`config.mk`:
```
export PLATFORM = sky130hd
export DESIGN_NAME = seg7_scan_driver
export DESIGN_NICKNAME = d
export VERILOG_FILES = /design/src/rtl/seg7_scan_driver.sv
export SDC_FILE = /design/constraint.sdc
export NUM_CORES = 1
export LEC_CHECK = 0
export ABC_AREA = 0
export CAP_MARGIN = 15
export CORE_UTILIZATION = 60
export CTS_BUF_LIST = sky130_fd_sc_hd__clkbuf_8
export DETAILED_ROUTE_END_ITERATION = 12
export MAX_ROUTING_LAYER = met4
export PLACE_DENSITY_LB_ADDON = 0.12
export SETUP_SLACK_MARGIN = 0.5
export SYNTH_ARGS = -nofsm -noshare
export SYNTH_HDL_FRONTEND = slang
export SYNTH_SLANG_ARGS = --single-unit
export TNS_END_PERCENT = 30
```
`constraint.sdc`:
```
create_clock -name clk -period 5.29 [get_ports clk]
set_clock_uncertainty 0.1 [all_clocks]
set_input_delay 1.058 -clock clk [delete_from_list [all_inputs] [get_ports clk]]
set_output_delay 1.058 -clock clk [all_outputs]
set_load 0.05 [all_outputs]
```
`src/rtl/seg7_scan_driver.sv`:
```
// seg7_scan_driver: time-multiplexed driver for a bank of common-anode
// 7-segment digits. A shadow register takes new values at any time. The
// display register copies the shadow only at frame wrap, so a frame never
// mixes two values. Segment, anode and decimal-point pins are registered.
module seg7_scan_driver #(
  parameter int unsigned NUM_DIGITS  = 4,
  parameter int unsigned REFRESH_DIV = 50000,
  parameter int unsigned HEX_MODE    = 1
) (
  input  logic                    clk,
  input  logic                    reset_n,
  input  logic [4*NUM_DIGITS-1:0] value,
  input  logic [NUM_DIGITS-1:0]   dp_in,
  input  logic                    load,
  input  logic                    enable,
  input  logic                    lz_blank,
  output logic [0:6]              seg,
  output logic                    dp,
  output logic [NUM_DIGITS-1:0]   an,
  output logic                    frame_done
);

  localparam int unsigned CW = $clog2(REFRESH_DIV);
  localparam int unsigned IW = (NUM_DIGITS > 1) ? $clog2(NUM_DIGITS) : 1;
  localparam logic [CW-1:0]         CNT_LAST = CW'(REFRESH_DIV - 1);
  localparam logic [IW-1:0]         IDX_LAST = IW'(NUM_DIGITS - 1);
  localparam logic [NUM_DIGITS-1:0] ONE_HOT  = NUM_DIGITS'(1);

  logic [CW-1:0]           cnt_q, cnt_d;
  logic [IW-1:0]           idx_q, idx_d;
  logic [4*NUM_DIGITS-1:0] sh_val_q, sh_val_d;
  logic [NUM_DIGITS-1:0]   sh_dp_q, sh_dp_d;
  logic [4*NUM_DIGITS-1:0] disp_val_q, disp_val_d;
  logic [NUM_DIGITS-1:0]   disp_dp_q, disp_dp_d;
  logic [0:6]              seg_q, seg_d;
  logic                    dp_q, dp_d;
  logic [NUM_DIGITS-1:0]   an_q, an_d;
  logic                    fd_q, fd_d;

  logic                    tick, wrap;
  logic [4*NUM_DIGITS-1:0] val_shift;
  logic [NUM_DIGITS-1:0]   dp_shift;
  logic [3:0]              nib_cur;
  logic                    dp_cur;
  logic                    blank_cur;

  // Glyph lookup, seg[0]=a .. seg[6]=g, 0 = lit.
  function automatic logic [0:6] glyph(input logic [3:0] nib);
    logic [0:6] g;
    g = '1;
    case (nib)
      4'h0: g = 7'b0000001;
      4'h1: g = 7'b1001111;
      4'h2: g = 7'b0010010;
      4'h3: g = 7'b0000110;
      4'h4: g = 7'b1001100;
      4'h5: g = 7'b0100100;
      4'h6: g = 7'b0100000;
      4'h7: g = 7'b0001111;
      4'h8: g = 7'b0000000;
      4'h9: g = 7'b0000100;
      4'hA: g = (HEX_MODE != 0) ? 7'b0001000 : 7'b1111111;
      4'hB: g = (HEX_MODE != 0) ? 7'b1100000 : 7'b1111111;
      4'hC: g = (HEX_MODE != 0) ? 7'b0110001 : 7'b1111111;
      4'hD: g = (HEX_MODE != 0) ? 7'b1000010 : 7'b1111111;
      4'hE: g = (HEX_MODE != 0) ? 7'b0110000 : 7'b1111111;
      4'hF: g = (HEX_MODE != 0) ? 7'b0111000 : 7'b1111111;
      default: g = '1;
    endcase
    return g;
  endfunction

  // Prescaler, digit index, shadow and display register next-state.
  always_comb begin
    tick       = (cnt_q == CNT_LAST);
    wrap       = tick && (idx_q == IDX_LAST);
    cnt_d      = tick ? '0 : cnt_q + 1'b1;
    idx_d      = idx_q;
    sh_val_d   = sh_val_q;
    sh_dp_d    = sh_dp_q;
    disp_val_d = disp_val_q;
    disp_dp_d  = disp_dp_q;
    fd_d       = wrap;
    if (tick) begin
      idx_d = wrap ? '0 : idx_q + 1'b1;
    end
    if (load) begin
      sh_val_d = value;
      sh_dp_d  = dp_in;
    end
    // Display takes the pre-edge shadow, so a load on the wrap edge waits a frame.
    if (wrap) begin
      disp_val_d = sh_val_q;
      disp_dp_d  = sh_dp_q;
    end
  end

  // Digit selection and pin next-state. Shifting the display value down by
  // the current index leaves only this nibble and those above it, so a zero
  // result means the digit is a leading zero.
  always_comb begin
    val_shift = disp_val_q >> {idx_q, 2'b00};
    dp_shift  = disp_dp_q >> idx_q;
    nib_cur   = val_shift[3:0];
    dp_cur    = dp_shift[0];
    blank_cur = lz_blank && (idx_q != '0) && (val_shift == '0);
    seg_d     = '1;
    dp_d      = 1'b1;
    an_d      = '1;
    if (enable) begin
      an_d = ~(ONE_HOT << idx_q);
      if (!blank_cur) begin
        seg_d = glyph(nib_cur);
        dp_d  = ~dp_cur;
      end
    end
  end

  // State and output registers; reset clears everything, including the shadow.
  always_ff @(posedge clk or negedge reset_n) begin
    if (!reset_n) begin
      cnt_q      <= '0;
      idx_q      <= '0;
      sh_val_q   <= '0;
      sh_dp_q    <= '0;
      disp_val_q <= '0;
      disp_dp_q  <= '0;
      seg_q      <= '1;
      dp_q       <= 1'b1;
      an_q       <= '1;
      fd_q       <= 1'b0;
    end else begin
      cnt_q      <= cnt_d;
      idx_q      <= idx_d;
      sh_val_q   <= sh_val_d;
      sh_dp_q    <= sh_dp_d;
      disp_val_q <= disp_val_d;
      disp_dp_q  <= disp_dp_d;
      seg_q      <= seg_d;
      dp_q       <= dp_d;
      an_q       <= an_d;
      fd_q       <= fd_d;
    end
  end

  assign seg        = seg_q;
  assign dp         = dp_q;
  assign an         = an_q;
  assign frame_done = fd_q;

endmodule
```
==> After elaboration in Yosys (flattened, before gate mapping) <==
Memory sizes are Yosys's and may differ from the RTL's.
Index checks and enable logic that the tools add are counted.
{ "word_totals": {"ff_bits": 71, "rom_bits": 112, "in_bits": 25, "out_inout_bits": 13, "n_memories": 1} }
{ "memory_table": {"columns": ["name", "words", "width", "read_ports", "rd_clocked_by_memory_dff", "write_ports", "line", "rtl"], "rows": [
  ["(no name shown)", 16, 7, 1, 0, 0, "51", "case (nib)"]
]} }
{ "op_classes": {"n_addsub": 2, "n_eq_ne": 2, "shifts": 3, "mux": 7, "bitwise_logic": 2, "n_reduce_logical": 5} }
{ "op_table": {"columns": ["operator", "n"], "rows": [
  ["16-bit by 1-bit adder with 16-bit output (second input constant)", 1],
  ["16-bit equality test (second input constant)", 1],
  ["16-bit logical NOT", 1],
  ["16-bit two-way mux", 1],
  ["16-bit by 4-bit right shift with 16-bit output", 1],
  ["7-bit two-way mux", 2],
  ["4-bit two-way mux", 1],
  ["4-bit NOT", 1],
  ["1-bit by 2-bit << shifter with 4-bit output (first input constant)", 1],
  ["4-bit by 2-bit right shift with 1-bit output", 1],
  ["1-bit logical AND", 3],
  ["2-bit by 1-bit adder with 2-bit output (second input constant)", 1],
  ["2-bit equality test (second input constant)", 1],
  ["1-bit two-way mux", 2],
  ["2-bit two-way mux", 1],
  ["2-bit nonzero test", 1],
  ["1-bit NOT", 1]
]} }

==> Logic depth before layout (Yosys ltp) <==
Gate-level depths: netlist of run 1.
{ "logic_depth": {"ltp_word": 5, "depth_mapped": 9, "depth_no_buf": 8} }

==> Worst setup path after synthesis of run 1 <==
Ideal clock, no wire load.
{ "synth_path": {"path_type": "reg2reg", "from": "register idx_q[0]", "to": "register seg_q, in the netlist seg[5]", "setup_time_ns": 0.081, "arrival_time_ns": 2.238, "slack_ns": 2.870, "path_stages_with_launch": 10, "synth_period_minus_slack_ns": 2.420, "cell_sequence": "dfrtp_1 buf_2 mux4_2 inv_1 ha_1 nand2_1 or4_1 a21oi_1 a21boi_1 o211ai_1"} }
{ "synth_between": {"elab_chain_len": 5} }
{ "synth_lines": {"columns": ["item", "line", "rtl"], "rows": [
  ["start: declaration", "30", "logic [IW-1:0] idx_q, idx_d;"],
  ["start signal: assignment", "134", "idx_q <= idx_d;"],
  ["branches (longest 3 deep; another with memory read 16 x 7 bit)", null, null],
  ["7-bit two-way mux *", "112", "if (!blank_cur) begin"],
  ["7-bit two-way mux *", "110", "if (enable) begin"],
  ["named net seg_d, one bit", "35", "logic [0:6] seg_q, seg_d;"],
  ["end signal: assignment", "139", "seg_q <= seg_d;"],
  ["end: declaration", "35", null]
]} }
Mark *: on every way through the listed nets, which the timed path passes.
A chain may end at the register's enable or synchronous reset.

==> Worst setup path after layout of run 1 <==
{ "layout_path": {"from": "register cnt_q[4]", "to": "register disp_dp_q[3]"} }
{ "layout_between": {"elab_chain_len": 2} }
{ "layout_lines": {"columns": ["item", "line", "rtl"], "rows": [
  ["start: declaration", "29", "logic [CW-1:0] cnt_q, cnt_d;"],
  ["start signal: assignment", "133", "cnt_q <= cnt_d;"],
  ["16-bit equality test", "75", "tick = (cnt_q == CNT_LAST);"],
  ["1-bit logical AND", "76", "wrap = tick && (idx_q == IDX_LAST);"],
  ["end signal: assignment", "138", "disp_dp_q <= disp_dp_d;"],
  ["end: declaration", "34", "logic [NUM_DIGITS-1:0] disp_dp_q, disp_dp_d;"]
]} }
No other way between the ends.

==> results of run 1 <==
==> cells in the mapped netlist <==
master | instances | area [µm²]
o21ai_0 | 4 | 20.0
o22ai_1 | 1 | 6.26
inv_1 | 7 | 26.3
nand2_1 | 16 | 60.1
buf_6 | 2 | 22.5
dfrtp_1 | 59 | 1480
mux2_4 | 20 | 300
or2_2 | 1 | 6.26
nand4_1 | 2 | 12.5
ha_1 | 10 | 125
o211ai_1 | 2 | 15.0
and3_1 | 2 | 12.5
nor2_1 | 12 | 45.0
or4b_4 | 1 | 13.8
a31oi_1 | 1 | 6.26
mux2_2 | 22 | 248
xnor2_1 | 5 | 43.8
or4_1 | 1 | 7.51
o221ai_1 | 2 | 17.5
mux4_2 | 6 | 135
and4_1 | 4 | 35.0
nand2b_1 | 3 | 18.8
a21oi_1 | 2 | 10.0
or3_1 | 1 | 6.26
clkbuf_1 | 4 | 15.0
nor3_1 | 1 | 5.00
dfstp_2 | 12 | 315
o31ai_1 | 1 | 7.51
xor2_1 | 9 | 78.8
nor4_4 | 1 | 21.3
mux2i_1 | 2 | 20.0
nor2b_1 | 2 | 12.5
a21boi_1 | 1 | 7.51
and2_1 | 2 | 12.5
nand3_1 | 6 | 30.0
buf_2 | 2 | 10.0
a32oi_1 | 1 | 8.76
nand2_2 | 1 | 6.26
nor4_1 | 3 | 18.8
==> stage by stage <==
step	power, µW	instance area [µm²]	std cells	util [%]
detailed placement	651	3650	334	71.1
global placement	648	3650	334	71.1
CTS	1030	3830	350	74.5
global route	1060	3830	350	74.5
floorplan	611	3240	234	-
finish	1020	3830	350	74.5
==> sequential cells by signal, summed over array words and instances, names as in the netlist <==
register and flops:
an 4, cnt_q 16, disp_dp_q 4, disp_val_q 16, dp 1, frame_done 1, idx_q 2, seg 7
sh_dp_q 4, sh_val_q 16
==> power by group through the flow <==
stage / Combinational, µW / Sequential [µW] / Clock, µW
after floorplan: 21.0 / 590 / 0
after global placement: 66.1 / 582 / 0
after detailed placement: 67.9 / 583 / 0
after CTS: 68.0 / 572 / 390
after global routing: 73.5 / 574 / 412
final: 66.3 / 572 / 383
==> worst max-delay path, delay by kind of cell (launching register included) <==
| kind | cells | cell delay [ps] |
|---|---|---|
| and+or+nand+nor | 3 | 1780 |
| muxes | 1 | 450 |
| DFF | 1 | 420 |
==> logic make-up after synthesis <==
logic type / Yosys count / synth area share [%]
AND/OR/NAND/NOR: 59 / 10.0
AO/OA/AOI/OAI: 15 / 3.05
XOR/XNOR: 14 / 3.79
flip-flops: 71 / 55.3
buffers and inverters: 15 / 2.28
multiplexers: 50 / 21.7
adder cells (fa/ha/maj): 10 / 3.86
==> per-layer routing <==
metal | vias to the layer above | global-route usage (%) | wire length, µm
met2 | 47 | 36.9 | 2670
met1 | 957 | 30.3 | 2610
li1 | 909 | - | -
met5 | - | - | 0
met4 | 0 | 8.64 | 80
met3 | 8 | 6.75 | 194
==> layout make-up <==
| cell class | instances | area share (%) |
|---|---|---|
| repair buffers | 38 | 9.74 |
| clock inverters | 5 | 0.621 |
| inverters | 7 | 0.686 |
| well taps | 70 | 2.29 |
| multi-input cells | 148 | 35.9 |
| flip-flops and latches | 71 | 46.8 |
| clock buffers | 11 | 3.96 |
==> worst paths after layout <==
check                                         start  slack (ps)  depth (start not counted)                         to
worst min-delay path            cnt_q[11]$_DFF_PN0_         380                          1        cnt_q[11]$_DFF_PN0_
min in group asynchronous                   reset_n         780                          2         cnt_q[5]$_DFF_PN0_
worst max register to register   cnt_q[4]$_DFF_PN0_        2410                          4   disp_dp_q[3]$_DFFE_PN0P_
max in group asynchronous                   reset_n        3720                          2  disp_val_q[8]$_DFFE_PN0P_
worst max-delay path             cnt_q[4]$_DFF_PN0_        2410                          4   disp_dp_q[3]$_DFFE_PN0P_
worst min register to register  cnt_q[11]$_DFF_PN0_         380                          1        cnt_q[11]$_DFF_PN0_
==> flow_summary.yaml, run 1 <==
power_and_ir_drop:
  switching_share_pct: 22.7
  p_leak_uw: 0.00174
  comb_power_share_pct: 6.5
  vdd_drop_max_v: 0.000229
  p_sw_uw: 232
  p_int_uw: 789
  pwr_density_cell_nw_per_um2: 267
  pwr-share-seq_pct: 56.0
  p_clk_share_pct: 37.5
critical_path:
  critPathLaunchType: "flip-flop"
  cp_data_arrival_time_ps: 3000
  path_cells: "or4b_4 > nor4_4 > nand2_2 > mux2_4"
  crit_path_max_fanout: 20
  critPathKind: "flip-flop to flip-flop"
  crit_required_ps: 5410
  cp-end-kind: "flip-flop"
  slowest_stage: "nor4_4"
  slowest_delay_ps: 640
synthesis:
  synth.distinct_cells: 39
  ys_ff_latch: 71
  yosys_warnings: 0
  syn-cell-area_um2: 3240
  synth_nets: 269
  syn_avg_cell_area_um2: 13.8
  ys_seq_area_share_pct: 55.3
  synthCells: 234
cts:
  clock_path_buffers: 2
  tritoncts: "done"
  ctsResizeCount: 0
  cts_buffers: 9
  path_clk_slew_ps: 80
  root_buffer: "clkbuf_8"
  clock_latency_ps: 340
  hold_buffers: 0
  cts.htree.levels: 3
  post_cts_buffers: 0
  cts_sinks: 71
route:
  route.detailed.drc: 0
  ant_nets: 0
  post_drt_wl_per_cell_um: 15.9
  vias_per_cell: 5.49
  num_vias: 1921
  drt-total-wl_mm: 5.55
  dr.pass1.iters: 4
  dr.first_iter.drc_count: 108
floorplanning:
  die_w_um: 75.5
  num_io_pins: 38
  die_y_um: 75.5
  fp-row-count: 26
  die-area_um2: 5700
  coreArea_um2: 5140
  start_util_pct: 63.0
timing:
  hold_viol: 0
  setup-violations-final: 0
  max_slew_margin_pct: 41.2
  setup_ws_ps: 2410
  final_min_period_over_clock_period_pct: 54.5
  tightestPinTransition_ps: 879
  report.final.slew_viol_count: 0
  rsz0062_at_grt: "false"
  period_minus_slack_ps: 2880
  whs_ps: 385
  tns_ps: 0
  clock.fmax_mhz: 347
final_layout:
  multiInputGateArea_um2: 1370
  num_antenna_cells: 0
  syn2layout_area_growth_pct: 18.2
  layout_common_cells: "59 x dfrtp_1, 36 x clkdlybuf4s50_1, 22 x mux2_2"
  nFillCells: 377
  register_area_um2: 1790
  nNetsFinal: 310
  layout-drive-gt1-share_pct: 28.9
  layout_commonest_cell: "dfrtp_1"
flow_run:
  max-cap-violations: 0
global_routing:
  antenna_found_initial: 0
  gr-total-overflow: 0
  grt_usage_pct: 23.8
  grt_max_degree: 72
  grt_pass1_wl_mm: 9.32
  grt_pass1_vias: 1905
placement:
  pre_cts_slack_ps: 2410
  gp_congestion: 0.777
  port_buffers: 37
  place_hpwl_mm: 3.81
hold_path:
  min_path_type: "flip-flop to flip-flop"
status:
  status: "finished, final reports clean"
Power figures use the tool's default switching activity.
==> run 2, diff against run 1 <==
--- a/config.mk
+++ b/config.mk
@@ -7,7 +7,7 @@
 export LEC_CHECK = 0
 export ABC_AREA = 0
 export CAP_MARGIN = 15
-export CORE_UTILIZATION = 60
+export CORE_UTILIZATION = 52
 export CTS_BUF_LIST = sky130_fd_sc_hd__clkbuf_8
 export DETAILED_ROUTE_END_ITERATION = 12
 export MAX_ROUTING_LAYER = met4
==> constraint.sdc (replaced) <==
create_clock -name clk -period 2.4 [get_ports clk]
set_clock_uncertainty 0.1 [all_clocks]
set_input_delay 0.48 -clock clk [delete_from_list [all_inputs] [get_ports clk]]
set_output_delay 0.48 -clock clk [all_outputs]
set_load 0.05 [all_outputs]
==> flow_summary.yaml, run 2 (synthesis gave the netlist of run 1 again) <==
timing:
  clock.fmax_mhz: 451
  rsz0062_at_grt: "true"
  tns_ps: 0
  max_slew_margin_pct: 56.9
  report.final.slew_viol_count: 0
  period_minus_slack_ps: 2220
  tightestPinTransition_ps: 647
  final_min_period_over_clock_period_pct: 92.3
  setup-violations-final: 0
  hold_viol: 0
global_routing:
  grt_pass1_vias: 1965
  gr-total-overflow: 0
  antenna_found_initial: 0
  grt_max_degree: 30
  grt_pass1_wl_mm: 9.59
  grt_usage_pct: 20.8
power_and_ir_drop:
  p_leak_uw: 0.00185
  vdd_drop_max_v: 0.000499
  pwr_density_cell_nw_per_um2: 555
final_layout:
  layout-drive-gt1-share_pct: 38.4
  reg_top3: "cnt_q x16, disp_val_q x16, sh_val_q x16"
  layout_common_cells: "58 x dfrtp_1, 24 x clkdlybuf4s50_1, 22 x mux2_2"
  num_antenna_cells: 0
  nFillCells: 449
  nNetsFinal: 327
  layout_commonest_cell: "dfrtp_1"
  final_cell_area_um2: 4050
  syn2layout_area_growth_pct: 25.0
cts:
  tritoncts: "done"
  cts_buffers: 9
  cts_sinks: 71
  clock_path_buffers: 2
  cts.htree.levels: 3
  clock_latency_ps: 330
  path_clk_slew_ps: 70
  root_buffer: "clkbuf_8"
floorplanning:
  coreArea_um2: 5960
  fp-row-count: 28
  start_util_pct: 54.4
  die_w_um: 80.9
  num_io_pins: 38
  die_y_um: 80.9
  die-area_um2: 6550
route:
  route.detailed.drc: 0
  ant_nets: 0
  post_drt_wl_per_cell_um: 15.2
  dr.pass1.iters: 4
  dr.first_iter.drc_count: 121
  num_vias: 1957
  vias_per_cell: 5.26
  drt-total-wl_mm: 5.64
critical_path:
  critPathLaunch: "idx_q[0]$_DFFE_PN0N_"
  critPathTopFamily: "multiplexers"
  critPathKind: "flip-flop to flip-flop"
  crit_path_max_fanout: 8
  crit_required_ps: 2550
  rrSetupSlack_ps: 180
  cp_data_arrival_time_ps: 2370
  rr_endpoint: "seg[6]$_DFF_PN1_"
  reg2reg_depth: 8
  path_cells: "mux4_2 > inv_2 > ha_4 > nand2_1 > or4_1 > a21oi_2 > a21boi_4 > o211ai_1"
  path_depth: 8
  cp-end-kind: "flip-flop"
  cp_num_buf_inv: 1
  slowest_stage: "mux4_2"
  r2r-start: "idx_q[0]$_DFFE_PN0N_"
  critPathLaunchType: "flip-flop"
  slowest_delay_ps: 540
  worstSetupEndpoint: "seg[6]$_DFF_PN1_"
flow_run:
  max-cap-violations: 0
placement:
  dpl-instance-area_um2: 3760
  port_buffers: 37
  place_hpwl_mm: 3.99
  gp_congestion: 0.854
hold_path:
  min_path_type: "input pin to async pin"
status:
  status: "finished, final reports clean"
-- run 2: cell types whose count changed in the layout (fill, tap and decap cells not counted), sizes merged --
cell | previous run | this run
clkinv | 4 | 2
clkinvlp | 0 | 1
dlygate4sd2 | 0 | 6
clkdlybuf4s15 | 0 | 4
inv | 8 | 9
dlymetal6s2s | 0 | 2
clkdlybuf4s50 | 36 | 24
buf | 2 | 19
-- run 2: cell type report --
cell class	instances	area (µm²)	share of cell area, %
clock buffer	11	151	3.74
sequential	71	1790	44.3
multi-input combinational	148	1440	35.5
tap	75	93.8	2.32
clock inverter	5	25.0	0.618
timing repair buffer	55	523	12.9
inverter	7	26.3	0.649
-- run 2: power breakdown --
| part | switching, µW | internal, µW | total (µW) |
|---|---|---|---|
| logic | 70.4 | 80.9 | 151 |
| clock network | 415 | 421 | 835 |
| registers | 21.0 | 1240 | 1260 |
-- run 2: metrics by stage --
step                      util [%]  power, µW  instances  setup WS [ps]  hold WS [ps]
after floorplan                  -       1350        234            128          84.4
after global placement        63.2       1440        348            164           380
after detailed placement      63.2       1440        348            113           386
after CTS                     67.1       2290        369            175          77.5
after global routing          68.0       2350        372           68.0           109
final                         68.0       2250        372            185          68.4
-- run 2: routing by layer --
metal | global-route usage, % | up-vias | wire length (µm)
met5 | - | - | 0
met4 | 7.50 | 0 | 76
met3 | 5.96 | 5 | 222
met2 | 30.3 | 41 | 2600
met1 | 27.8 | 965 | 2740
li1 | - | 946 | -
-- run 2: repair_timing --
item,CTS,global route
gates resized for setup,22,9
pin swaps,3,3
setup endpoints to repair,42,39
setup buffers,5,3
gates cloned,0,0
hold buffers,0,0
-- run 2: worst reg2reg max path: stages, from the launching register on --
cell,delay [ps]
dfrtp_1,410
mux4_2,540
inv_2,100
ha_4,130
nand2_1,40
or4_1,410
a21oi_2,170
a21boi_4,120
o211ai_1,120
-- run 2: worst min path at each step --
stage | start | to | slack [ps] | cells after the start
2_1_floorplan | reset_n | cnt_q[0]$_DFF_PN0_ | 80 | 0
3_3_place_gp | cnt_q[13]$_DFF_PN0_ | cnt_q[13]$_DFF_PN0_ | 380 | 1
3_5_place_dp | cnt_q[13]$_DFF_PN0_ | cnt_q[13]$_DFF_PN0_ | 390 | 1
4_1_cts | reset_n | cnt_q[9]$_DFF_PN0_ | 80 | 1
5_1_grt | reset_n | cnt_q[9]$_DFF_PN0_ | 110 | 1
6_report | reset_n | cnt_q[9]$_DFF_PN0_ | 70 | 1
==> run 3, diff against run 2 <==
--- a/config.mk
+++ b/config.mk
@@ -6,12 +6,11 @@
 export NUM_CORES = 1
 export LEC_CHECK = 0
 export ABC_AREA = 0
-export CAP_MARGIN = 15
-export CORE_UTILIZATION = 52
-export CTS_BUF_LIST = sky130_fd_sc_hd__clkbuf_8
+export CAP_MARGIN = 20
+export CORE_UTILIZATION = 50
 export DETAILED_ROUTE_END_ITERATION = 12
 export MAX_ROUTING_LAYER = met4
-export PLACE_DENSITY_LB_ADDON = 0.12
+export PLACE_DENSITY = 0.78
 export SETUP_SLACK_MARGIN = 0.5
 export SYNTH_ARGS = -nofsm -noshare
 export SYNTH_HDL_FRONTEND = slang
==> flow_summary.yaml, run 3 (synthesis gave the netlist of run 1 again) <==
status:
  status: "finished, final reports clean"
placement:
  place_hpwl_mm: 4.12
  gp_congestion: 0.852
  port_buffers: 37
critical_path:
  slowest_stage: "mux4_2"
  crit_required_ps: 2560
  slowest_delay_ps: 540
  rr_endpoint: "seg[6]$_DFF_PN1_"
  r2r-start: "idx_q[0]$_DFFE_PN0N_"
  reg2reg_depth: 8
  path_cells: "mux4_2 > inv_2 > ha_4 > nand2_2 > or4_4 > a21oi_4 > a21boi_4 > o211ai_1"
  crit_path_max_fanout: 8
  cp_data_arrival_time_ps: 2420
  cp-end-kind: "flip-flop"
  critPathLaunchType: "flip-flop"
  rrSetupSlack_ps: 140
  critPathKind: "flip-flop to flip-flop"
cts:
  cts_buffers: 9
  root_buffer: "clkbuf_8"
  cts.htree.levels: 3
  tritoncts: "done"
  cts_sinks: 71
  clock_path_buffers: 2
  path_clk_slew_ps: 80
  hold_buffers: 0
  clock_latency_ps: 350
hold_path:
  min_path_type: "input pin to async pin"
route:
  ant_nets: 0
  drt-total-wl_mm: 6.22
  dr.pass1.iters: 4
  route.detailed.drc: 0
  vias_per_cell: 5.52
  num_vias: 2032
  post_drt_wl_per_cell_um: 16.9
  dr.first_iter.drc_count: 139
floorplanning:
  coreArea_um2: 6100
  num_io_pins: 38
  die_y_um: 82.5
  die_w_um: 82.5
  start_util_pct: 53.1
  die-area_um2: 6800
  fp-row-count: 28
final_layout:
  syn2layout_area_growth_pct: 24.3
  layout_commonest_cell: "dfrtp_1"
  layout_common_cells: "58 x dfrtp_1, 29 x clkdlybuf4s50_1, 22 x mux2_2"
  fin_util_pct: 66.1
  num_antenna_cells: 0
  nNetsFinal: 323
  layout-drive-gt1-share_pct: 37.2
  reg_top3: "cnt_q x16, disp_val_q x16, sh_val_q x16"
global_routing:
  grt_pass1_vias: 2067
  grt_max_degree: 45
  antenna_found_initial: 0
  grt_usage_pct: 21.8
  gr-total-overflow: 0
  grt_pass1_wl_mm: 10.3
timing:
  final_min_period_over_clock_period_pct: 94.1
  max_slew_margin_pct: 58.1
  period_minus_slack_ps: 2260
  report.final.slew_viol_count: 0
  tns_ps: 0
  hold_viol: 0
  clock.fmax_mhz: 443
  rsz0062_at_grt: "true"
  setup-violations-final: 0
  tightestPinTransition_ps: 629
power_and_ir_drop:
  vdd_drop_max_v: 0.000453
  pwr_density_cell_nw_per_um2: 580
  p_leak_uw: 0.00183
flow_run:
  max-cap-violations: 0
-- run 3: changes by cell type in the layout (fill, tap and decap cells not counted), moves of 2 or more --
cell / change
buf_4: -2
buf_6: -2
clkbuf_8: -2
clkdlybuf4s50_1: +5
dlygate4sd2_1: -6
ha_1: +3
ha_2: -2
-- run 3: timing repair --
action | CTS | global route
pin swaps | 1 | 4
buffers inserted | 6 | 1
setup endpoints to repair | 41 | 38
resized for setup | 15 | 8
-- run 3: layer usage --
metal,wire length (µm),track usage [%],up-vias
li1,-,-,937
met1,2960,29.6,1031
met2,2910,31.7,53
met3,228,3.96,11
met4,121,10.3,0
met5,0,-,-
-- run 3: stage by stage --
step	instance area [µm²]	instances	power (µW)	hold slack [ps]	worst slack, ps
floorplan	3270	234	1350	84.4	128
global placement	3740	345	1430	381	163
detailed placement	3740	345	1440	387	78.0
CTS	3990	367	2360	58.2	144
global route	4030	368	2430	90.0	58.0
finish	4030	368	2340	41.0	143
-- run 3: worst max-delay path: cells and delay by family, from the launching register on --
kind,cells,cell delay [ps]
AOI/OAI and AO/OA,3,420
adders and majority gates,1,130
buffers and inverters,1,100
DFF,1,400
muxes,1,540
and+or+nand+nor,2,470
-- run 3: where the power goes --
part	total [µW]	internal [µW]	leakage, µW	switching (µW)
registers	1260	1240	0.000889	22.4
clock network	921	476	0.0000960	445
logic	153	81.6	0.000841	71.8
total	2340	1800	0.00183	539
-- run 3: layout make-up --
class,instances,area (µm²)
clock buffer,10,128
clock inverter,6,61.3
fill,459,2070
inverter,7,26.3
multi-input combinational,148,1430
sequential,71,1790
tap,75,93.8
timing repair buffer,51,495
-- run 3: worst max path at each step --
stage	startpoint	end	slack, ps	depth (start not counted)
2_1_floorplan	idx_q[0]$_DFFE_PN0N_	seg[6]$_DFF_PN1_	130	9
3_3_place_gp	idx_q[0]$_DFFE_PN0N_	seg[6]$_DFF_PN1_	160	8
3_5_place_dp	idx_q[0]$_DFFE_PN0N_	seg[0]$_DFF_PN1_	80	8
4_1_cts	idx_q[0]$_DFFE_PN0N_	seg[5]$_DFF_PN1_	140	8
5_1_grt	idx_q[0]$_DFFE_PN0N_	seg[5]$_DFF_PN1_	60	8
6_report	idx_q[0]$_DFFE_PN0N_	seg[6]$_DFF_PN1_	140	8
